$ cat config.mk
export PLATFORM = sky130hd
export DESIGN_NAME = line_buffer_controller
export DESIGN_NICKNAME = d
export VERILOG_FILES = /design/src/rtl/line_buffer_controller_pkg.sv /design/src/rtl/line_buffer_controller_wrap_counter.sv /design/src/rtl/line_buffer_controller.sv
export SDC_FILE = /design/constraint.sdc
export NUM_CORES = 1
export LEC_CHECK = 0
export ABC_AREA = 1
export BUFFER_PORTS_ARGS = -buffer_cell sky130_fd_sc_hd__buf_2
export CAP_MARGIN = 20
export CORE_MARGIN = 10
export CORE_UTILIZATION = 58
export CTS_CLUSTER_SIZE = 16
export DETAILED_ROUTE_END_ITERATION = 12
export GPL_ROUTABILITY_DRIVEN = 0
export PLACE_DENSITY = 0.93
export SLEW_MARGIN = 0
export SYNTH_ARGS = -nofsm -noshare
export SYNTH_HDL_FRONTEND = slang
export SYNTH_SLANG_ARGS = --single-unit
$ cat constraint.sdc
create_clock -name clock -period 4 [get_ports clock]
set_input_delay 0.4 -clock clock [delete_from_list [all_inputs] [get_ports clock]]
set_output_delay 0.4 -clock clock [all_outputs]
set_load 0.02 [all_outputs]
$ cat src/rtl/line_buffer_controller_pkg.sv
// Shared CNN line-buffer definitions: window geometry and read-FSM encoding.
package line_buffer_controller_pkg;

  localparam int KERNEL_SIZE = 3;
  localparam int NUM_LINES   = KERNEL_SIZE + 1;

  typedef enum logic {
    IDLE = 1'b0,
    READ = 1'b1
  } rd_state_e;

endpackage

$ cat src/rtl/line_buffer_controller_wrap_counter.sv
// Modulo-MODULUS up-counter with synchronous clear; wrap flags the incrementing
// cycle on which the count returns to zero.
module wrap_counter #(
  parameter int MODULUS = 4
) (
  input  logic                       clock,
  input  logic                       reset_n,
  input  logic                       clear,
  input  logic                       inc,
  output logic [$clog2(MODULUS)-1:0] count,
  output logic                       wrap
);

  localparam int CW = $clog2(MODULUS);
  localparam logic [CW-1:0] LAST = CW'(MODULUS - 1);

  logic [CW-1:0] r_count;
  logic          w_at_last;

  assign w_at_last = (r_count == LAST);
  assign wrap      = inc & w_at_last;
  assign count     = r_count;

  always_ff @(posedge clock or negedge reset_n) begin
    if (!reset_n) begin
      r_count <= '0;
    end else if (clear) begin
      r_count <= '0;
    end else if (inc) begin
      r_count <= w_at_last ? '0 : r_count + 1'b1;
    end
  end

endmodule

$ cat src/rtl/line_buffer_controller.sv
// Address/strobe controller for a ring of NUM_LINES row stores feeding a 3-row
// convolution window; tracks occupancy and sequences one row read at a time.
module line_buffer_controller #(
  parameter int IMG_WIDTH   = 28,
  parameter int KERNEL_SIZE = line_buffer_controller_pkg::KERNEL_SIZE,
  parameter int NUM_LINES   = line_buffer_controller_pkg::NUM_LINES
) (
  input  logic                                     clock,
  input  logic                                     reset_n,
  input  logic                                     frame_start,
  input  logic                                     pixel_valid,
  output logic                                     pixel_ready,
  output logic [NUM_LINES-1:0]                     wr_en,
  output logic [$clog2(IMG_WIDTH)-1:0]             wr_col,
  output logic                                     rd_en,
  output logic [1:0]                               rd_line_sel,
  output logic [$clog2(IMG_WIDTH)-1:0]             rd_col,
  output logic                                     line_done,
  output logic [$clog2(NUM_LINES*IMG_WIDTH+1)-1:0] fill_level
);

  import line_buffer_controller_pkg::*;

  localparam int FW = $clog2(NUM_LINES*IMG_WIDTH+1);
  localparam logic [FW-1:0] CAP       = FW'(NUM_LINES * IMG_WIDTH);
  localparam logic [FW-1:0] RD_THRESH = FW'(KERNEL_SIZE * IMG_WIDTH);

  rd_state_e     r_state;
  logic [FW-1:0] r_fill;

  logic       w_ready;
  logic       w_accept;
  logic       w_rd;
  logic       w_wr_col_wrap;
  logic       w_rd_col_wrap;
  logic [1:0] w_wr_line;
  logic       w_wr_line_wrap;
  logic       w_rd_line_wrap;
  logic       w_unused;

  // Reset gates the accept so wr_en is quiet while reset_n is low.
  assign w_ready  = (r_fill < CAP);
  assign w_accept = pixel_valid & w_ready & ~frame_start & reset_n;
  assign w_rd     = (r_state == READ);
  assign w_unused = w_wr_line_wrap ^ w_rd_line_wrap;

  assign pixel_ready = w_ready;
  assign wr_en       = w_accept ? (NUM_LINES'(1) << w_wr_line) : '0;
  assign rd_en       = w_rd;
  assign line_done   = w_rd_col_wrap;
  assign fill_level  = r_fill;

  wrap_counter #(.MODULUS(IMG_WIDTH)) u_wr_col (
    .clock(clock), .reset_n(reset_n), .clear(frame_start),
    .inc(w_accept), .count(wr_col), .wrap(w_wr_col_wrap)
  );

  wrap_counter #(.MODULUS(NUM_LINES)) u_wr_line (
    .clock(clock), .reset_n(reset_n), .clear(frame_start),
    .inc(w_wr_col_wrap), .count(w_wr_line), .wrap(w_wr_line_wrap)
  );

  wrap_counter #(.MODULUS(IMG_WIDTH)) u_rd_col (
    .clock(clock), .reset_n(reset_n), .clear(frame_start),
    .inc(w_rd), .count(rd_col), .wrap(w_rd_col_wrap)
  );

  wrap_counter #(.MODULUS(NUM_LINES)) u_rd_line (
    .clock(clock), .reset_n(reset_n), .clear(frame_start),
    .inc(w_rd_col_wrap), .count(rd_line_sel), .wrap(w_rd_line_wrap)
  );

  // READ always runs a full row; leaving on the wrap guarantees an IDLE gap.
  always_ff @(posedge clock or negedge reset_n) begin
    if (!reset_n) begin
      r_state <= IDLE;
      r_fill  <= '0;
    end else if (frame_start) begin
      r_state <= IDLE;
      r_fill  <= '0;
    end else begin
      case (r_state)
        IDLE: if (r_fill >= RD_THRESH) r_state <= READ;
        READ: if (w_rd_col_wrap)       r_state <= IDLE;
        default:                       r_state <= IDLE;
      endcase
      if (w_accept && !w_rd) begin
        r_fill <= r_fill + 1'b1;
      end else if (!w_accept && w_rd && (r_fill != '0)) begin
        r_fill <= r_fill - 1'b1;
      end
    end
  end

endmodule
==> results of run 1 <==
==> registers in the layout, indices dropped and copies added (netlist names) <==
name	cells
u_wr_col.count	5
u_rd_line.count	2
rd_en	1
u_wr_line.count	2
u_rd_col.count	5
fill_level	7
==> layout by cell type (no fill, tap or decap), types with 2 or more instances in the layout <==
master and count:
a21oi_1 12, buf_2 29, clkbuf_4 3, dfrtp_1 22
ha_1 13, inv_1 26, inv_2 3, nand2_1 32
nand2_2 2, nand2_4 2, nand3_1 16, nand3_4 2
nand4_1 5, nor2_1 20, nor3_1 2, o21ai_0 3
o21ai_2 2, o22ai_1 5, xnor2_1 3, xor2_1 4
==> worst paths after layout <==
path                                        start            endpoint  cells past startpoint
max in group asynchronous                 reset_n   u_rd_col.count[4]                      1
worst max register to register              rd_en       fill_level[5]                     10
worst max-delay path                      reset_n       fill_level[5]                     12
worst min register to register  u_wr_col.count[0]   u_wr_col.count[0]                      1
worst min-delay path                      reset_n  u_wr_line.count[1]                      1
min in group clock                    pixel_valid   u_wr_col.count[1]                      5
==> per-stage QoR <==
stage                     total power, mW  hold slack (ps)  std cells  utilization [%]
after floorplan                     0.362              104        182                -
after global placement              0.400              395        240             67.0
after detailed placement            0.406              403        240             67.0
after CTS                           0.506             52.1        243             67.9
after global routing                0.535             73.4        243             67.9
final                               0.504             37.3        243             67.9
==> cell type report <==
class / count / area (um^2) / share of cell area [%]
tap: 30 / 37.5 / 2.25
clock buffer: 3 / 22.5 / 1.35
sequential: 22 / 551 / 33.0
multi-input combinational: 130 / 802 / 48.1
inverter: 29 / 109 / 6.53
timing repair buffer: 29 / 145 / 8.71
==> critical path, cell delays in order <==
cell and delay (ps):
buf_2 420, inv_1 150, nor2_4 190, nand3_2 240, ha_1 440, nand2_1 90
inv_1 50, nand4_1 60, nand3_1 80, or2_2 280, nand3_1 90, nand2_1 50
==> logic make-up after synthesis <==
group / Yosys count / share of synthesized area (%)
fa+ha+maj: 14 / 12.5
buf+inv: 30 / 7.76
xor+xnor: 7 / 4.18
compound gates: 24 / 9.30
simple gates: 85 / 28.8
flops: 22 / 37.5
==> power by group through the flow <==
stage,Sequential (mW),Clock (mW),Combinational [mW]
2_1_floorplan,0.274,0,0.0879
3_3_place_gp,0.262,0,0.138
3_5_place_dp,0.262,0,0.144
4_1_cts,0.258,0.104,0.144
5_1_grt,0.261,0.109,0.164
6_report,0.258,0.105,0.141
==> metal layers <==
metal | share of wire, % | wire [um] | vias to the layer above | global-route usage, %
met2 | 50 | 1620 | 27 | 24.8
met1 | 42 | 1370 | 614 | 14.7
met5 | 0 | 0 | - | 0
met4 | 1.9 | 60 | 0 | 7.02
li1 | - | - | 656 | -
met3 | 5.9 | 192 | 5 | 3.39
==> results by group, run 1 <==
Synth
  • Top cell type by total area after synthesis: dfrtp_1
  • Syn Std Cell Area: 0.00147 mm^2
  • Commonest cells in the netlist: nand2_1 (32), inv_1 (26), dfrtp_1 (22)
  • Asr flop ratio synth: 100%
  • Register area share after synthesis: 37.5%
  • FF+latch count, synth: 22
  • Mapped Nets: 200
  • Mapped Cells: 182
  • Post-synth EDFFs: 0
  • Count leader, synth: nand2_1
  • Synth Warn #: 0
  • Share of the synthesized area in the top cell type: 37.5%
  • Syn avg cell area: 8.06 um^2
  • Netlist cell types: 26
  • Synth area leaders: dfrtp_1 (38%), ha_1 (11%), nand2_1 (8.2%), inv_1 (6.7%), nand3_1 (5.5%)
  • Main flop type after synthesis: dfrtp_1

Floorplanning
  • # IOs: 30
  • Initial Util: 59.7%
  • Core area: 0.00245 mm^2
  • Die height: 70.3 um
  • Rows: 18
  • Full die area: 0.00494 mm^2
  • Die X-Extent: 70.3 um

STA
  • RSZ-0062 raised after global routing: no
  • Slew @ Worst Pin: 516 ps
  • Setup TNS: 0 ps
  • Max-Slew Margin vs Limit: 65.6%
  • Max-slew violation count: 0
  • Final Setup Violations: 0
  • Setup Skew: 5.12 ps
  • Fmax: 0.431 GHz
  • Final min period: 2320 ps
  • Final hold vios: 0
  • Slack of the critical path: 1680 ps
  • Tcrit/Tclk final: 58.0%

Clock network
  • Clk slew on worst S/H paths: 120 ps
  • Post-CTS Resized: 0
  • Htree depth: 1
  • Post-CTS Setup Repair Bufs: 0
  • Clk Latency, worst-skew pair: 320 ps
  • CTS Hold Buffers Added: 0
  • Clock Sinks: 22
  • CTS Buf Count: 3
  • CTS tree: built
  • Clock Tree Buf Depth: 2
  • CTS root buffer: clkbuf_4

Layout
  • Fillers: 222
  • Antenna diodes: 0
  • Final instance area: 0.00167 mm^2
  • P&R area growth vs syn: 13.7%
  • Layout net count: 233
  • Layout cell share with drive strength beyond 1: 21.6%

Pwr
  • P_leak: 0.908 nW
  • Clk pwr share: 20.8%
  • Internal: 324 uW
  • Switching Share: 35.7%
  • Sw power: 180 uW
  • Worst VDD drop: 0.236 mV
  • Pwr dens: 302 mW/mm^2
  • Seq pwr share: 51.2%
  • Logic gate share of total power: 28.0%

Global route
  • Number of global-route vias before repair: 1349
  • First-pass GRT wire length: 5860 um
  • Gr ovfl total: 0
  • Largest net degree at the start of global routing: 24
  • Initial antenna violation count: 0
  • GR Util All Layers: 13.9%

Route
  • Routed Antenna Nets: 0
  • Initial DRC count: 42
  • DR vias/cell: 5.36
  • Via count: 1302
  • Drc violations: 0
  • Total Wirelength: 3230 um
  • Routed WL per cell: 13.3 um
  • Pre-antenna DRT Iters: 4

Placement
  • PortBufs: 29
  • Worst slack at placement: 1300 ps
  • HPWL after DPL: 2550 um
  • Area after DPL: 0.00164 mm^2

Flow run
  • MaxCap Viol Count: 0

Critical path
  • Critical Path RT: 4220 ps
  • Crit path launch type: primary input
  • Max Fanout on Critical Path: 23
  • WS Path Type: in -> reg
  • Crit. End Element: register
  • Worst Path Arrival: 2540 ps
  • R2R setup slack: 1810 ps

Status
  • Outcome: completed

Min path
  • Hold Crit Class: in -> async
Note: power is estimated with default switching activity, not from simulation.
==> run 2, diff against run 1 <==
Settings changed: CORE_UTILIZATION 58 to 54, PLACE_DENSITY 0.93 to 0.88.
Clock period 4 ns to 2.22 ns, I/O delays scaled along.
==> results by group, run 2 (same netlist as run 1, synthesis figures left out) <==
Status
  • Outcome: completed

Critical path
  • Crit. End Element: register
  • Slowest CP cell: dlygate4sd3_1
  • WP buf/inv: 4 (+1)
  • Worst Path Arrival: 2230 ps (-310 ps)
  • R2R depth: 10 (unchanged)
  • Crit path launch type: primary input
  • WS Path Type: in -> reg
  • Slowest stage delay, CP: 520 ps (+80 ps)
  • Critical Path RT: 2440 ps (-1780 ps)
  • Worst path top cell family by delay: simple AND/OR/NAND/NOR gates
  • CP Cell Sequence: dlygate4sd3_1, buf_2, inv_1, nor2_4, nand3_4, ha_1, nand2_1, inv_1, nand4_1, nand3_1, or2_2, nand3_1, nand2_1
  • Max Fanout on Critical Path: 9 (-61%)
  • RR Endpoint: fill_level[6]
  • Reg2reg start: fill_level[6]
  • R2R setup slack: 240 ps (-1570 ps)

STA
  • Setup Skew: 7.53 ps (+2.41 ps)
  • Max-slew violation count: 0 (unchanged)
  • Final min period: 2010 ps
  • Slew @ Worst Pin: 322 ps (-194 ps)
  • Max-Slew Margin vs Limit: 78.5% (+13 points)
  • WHS: 278 ps (+241 ps)
  • Tcrit/Tclk final: 90.4%
  • Setup TNS: 0 ps (unchanged)
  • Final hold vios: 0 (unchanged)
  • Final Setup Violations: 0 (unchanged)
  • Fmax: 0.498 GHz
  • RSZ-0062 raised after global routing: no

Global route
  • Largest net degree at the start of global routing: 23 (-4.2%)
  • Number of global-route vias before repair: 1265 (-6.2%)
  • Gr ovfl total: 0 (unchanged)
  • First-pass GRT wire length: 5640 um (-3.7%)
  • GR Util All Layers: 12.9% (-1.0 points)
  • Initial antenna violation count: 0 (unchanged)

Flow run
  • MaxCap Viol Count: 0 (unchanged)

Floorplanning
  • Full die area: 0.00520 mm^2 (+5.3%)
  • Rows: 18 (unchanged)
  • Initial Util: 57.6% (-2.1 points)
  • Die X-Extent: 72.1 um (+2.6%)
  • Core area: 0.00254 mm^2 (+3.7%)
  • Die height: 72.1 um (+2.6%)
  • # IOs: 30 (unchanged)

Clock network
  • Clock Tree Buf Depth: 2 (unchanged)
  • Htree depth: 1 (unchanged)
  • CTS tree: built
  • Clk Latency, worst-skew pair: 310 ps (about the same)
  • Clk slew on worst S/H paths: 130 ps (about the same)
  • Clock Sinks: 22 (unchanged)
  • CTS root buffer: clkbuf_4
  • CTS Buf Count: 3 (unchanged)

Pwr
  • Pwr dens: 587 mW/mm^2 (+94%)
  • P_leak: 0.960 nW (+5.7%)
  • Worst VDD drop: 0.421 mV (+78%)

Min path
  • WHS Path Cells: 4
  • Hold EP: fill_level[5]
  • Hold path startpoint: frame_start
  • Hold Crit Class: in -> reg

Route
  • Pre-antenna DRT Iters: 4 (unchanged)
  • Routed WL per cell: 13.1 um (-1.5%)
  • Via count: 1333 (+2.4%)
  • Routed Antenna Nets: 0 (unchanged)
  • Initial DRC count: 75 (+79%)
  • Total Wirelength: 3300 um (+2.1%)
  • DR vias/cell: 5.29 (-1.3%)
  • Drc violations: 0 (unchanged)

Layout
  • Antenna diodes: 0 (unchanged)
  • Most frequent cells in the layout: nand2_1 (32), buf_2 (29), inv_1 (26)
  • Number of flip-flops in the largest register: 7 (unchanged)
  • Layout net count: 241 (+3.4%)
  • P&R area growth vs syn: 20.5%
  • Layout cell share with drive strength beyond 1: 24.3% (+2.7 points)
  • Fillers: 222 (unchanged)
  • Leading cell type in the layout, fill and taps excluded: nand2_1

Placement
  • HPWL after DPL: 2570 um (+0.77%)
  • PortBufs: 29 (unchanged)
==> run 2: worst max path at each step <==
stage / from / end / slack (ps) / depth (start not counted)
after floorplan: rd_en / fill_level[5] / 200 / 10
after global placement: fill_level[6] / fill_level[5] / 210 / 10
after detailed placement: fill_level[6] / fill_level[5] / 160 / 10
after CTS: reset_n / fill_level[5] / 10 / 13
after global routing: reset_n / fill_level[5] / 50 / 13
final: reset_n / fill_level[5] / 210 / 13
==> run 2: what timing repair did <==
action                                  4_1_cts  5_1_grt
gates resized for setup                       0        1
hold buffers                                  1        0
setup buffers                                 0        4
endpoints found under the hold margin        22        0
endpoints found under the setup margin        0        3
==> run 2: cell type report <==
| cell class | count | area, um^2 | share of cell area, % |
|---|---|---|---|
| clock buffers | 3 | 22.5 | 1.27 |
| clock inverters | 1 | 30.0 | 1.70 |
| inverters | 29 | 109 | 6.16 |
| multi-input cells | 130 | 810 | 45.8 |
| flip-flops and latches | 22 | 551 | 31.2 |
| well taps | 30 | 37.5 | 2.12 |
| repair buffers | 37 | 208 | 11.8 |
==> run 2: power breakdown <==
| part | internal (mW) | switching [mW] |
|---|---|---|
| logic | 0.0999 | 0.166 |
| clock network | 0.182 | 0.126 |
| registers | 0.429 | 0.0333 |
==> run 2: worst min-delay path, delay by kind of cell <==
family,cells,cell delay (ps)
buffers and inverters,1,140
AND/OR/NAND/NOR,2,110
AO/OA/AOI/OAI,1,90
==> run 2: per-stage QoR <==
step           power [mW]  utilization [%]  instances  setup WS (ps)  area [um^2]
6_report             1.04             69.4        252            213         1770
5_1_grt              1.09             69.4        252           51.7         1770
4_1_cts              1.04             67.9        248           13.9         1730
3_5_place_dp        0.732             65.5        243            155         1670
3_3_place_gp        0.723             65.5        243            209         1670
2_1_floorplan       0.652                -        182            197         1470
==> run 2: layer usage <==
layer  up-vias  part of all wire (%)  track usage (%)
met2        37                    48             21.1
li1        675                     -                -
met5         -                     0                0
met4         0                   1.7             6.02
met1       615                    45             15.4
met3         6                   5.7             2.99
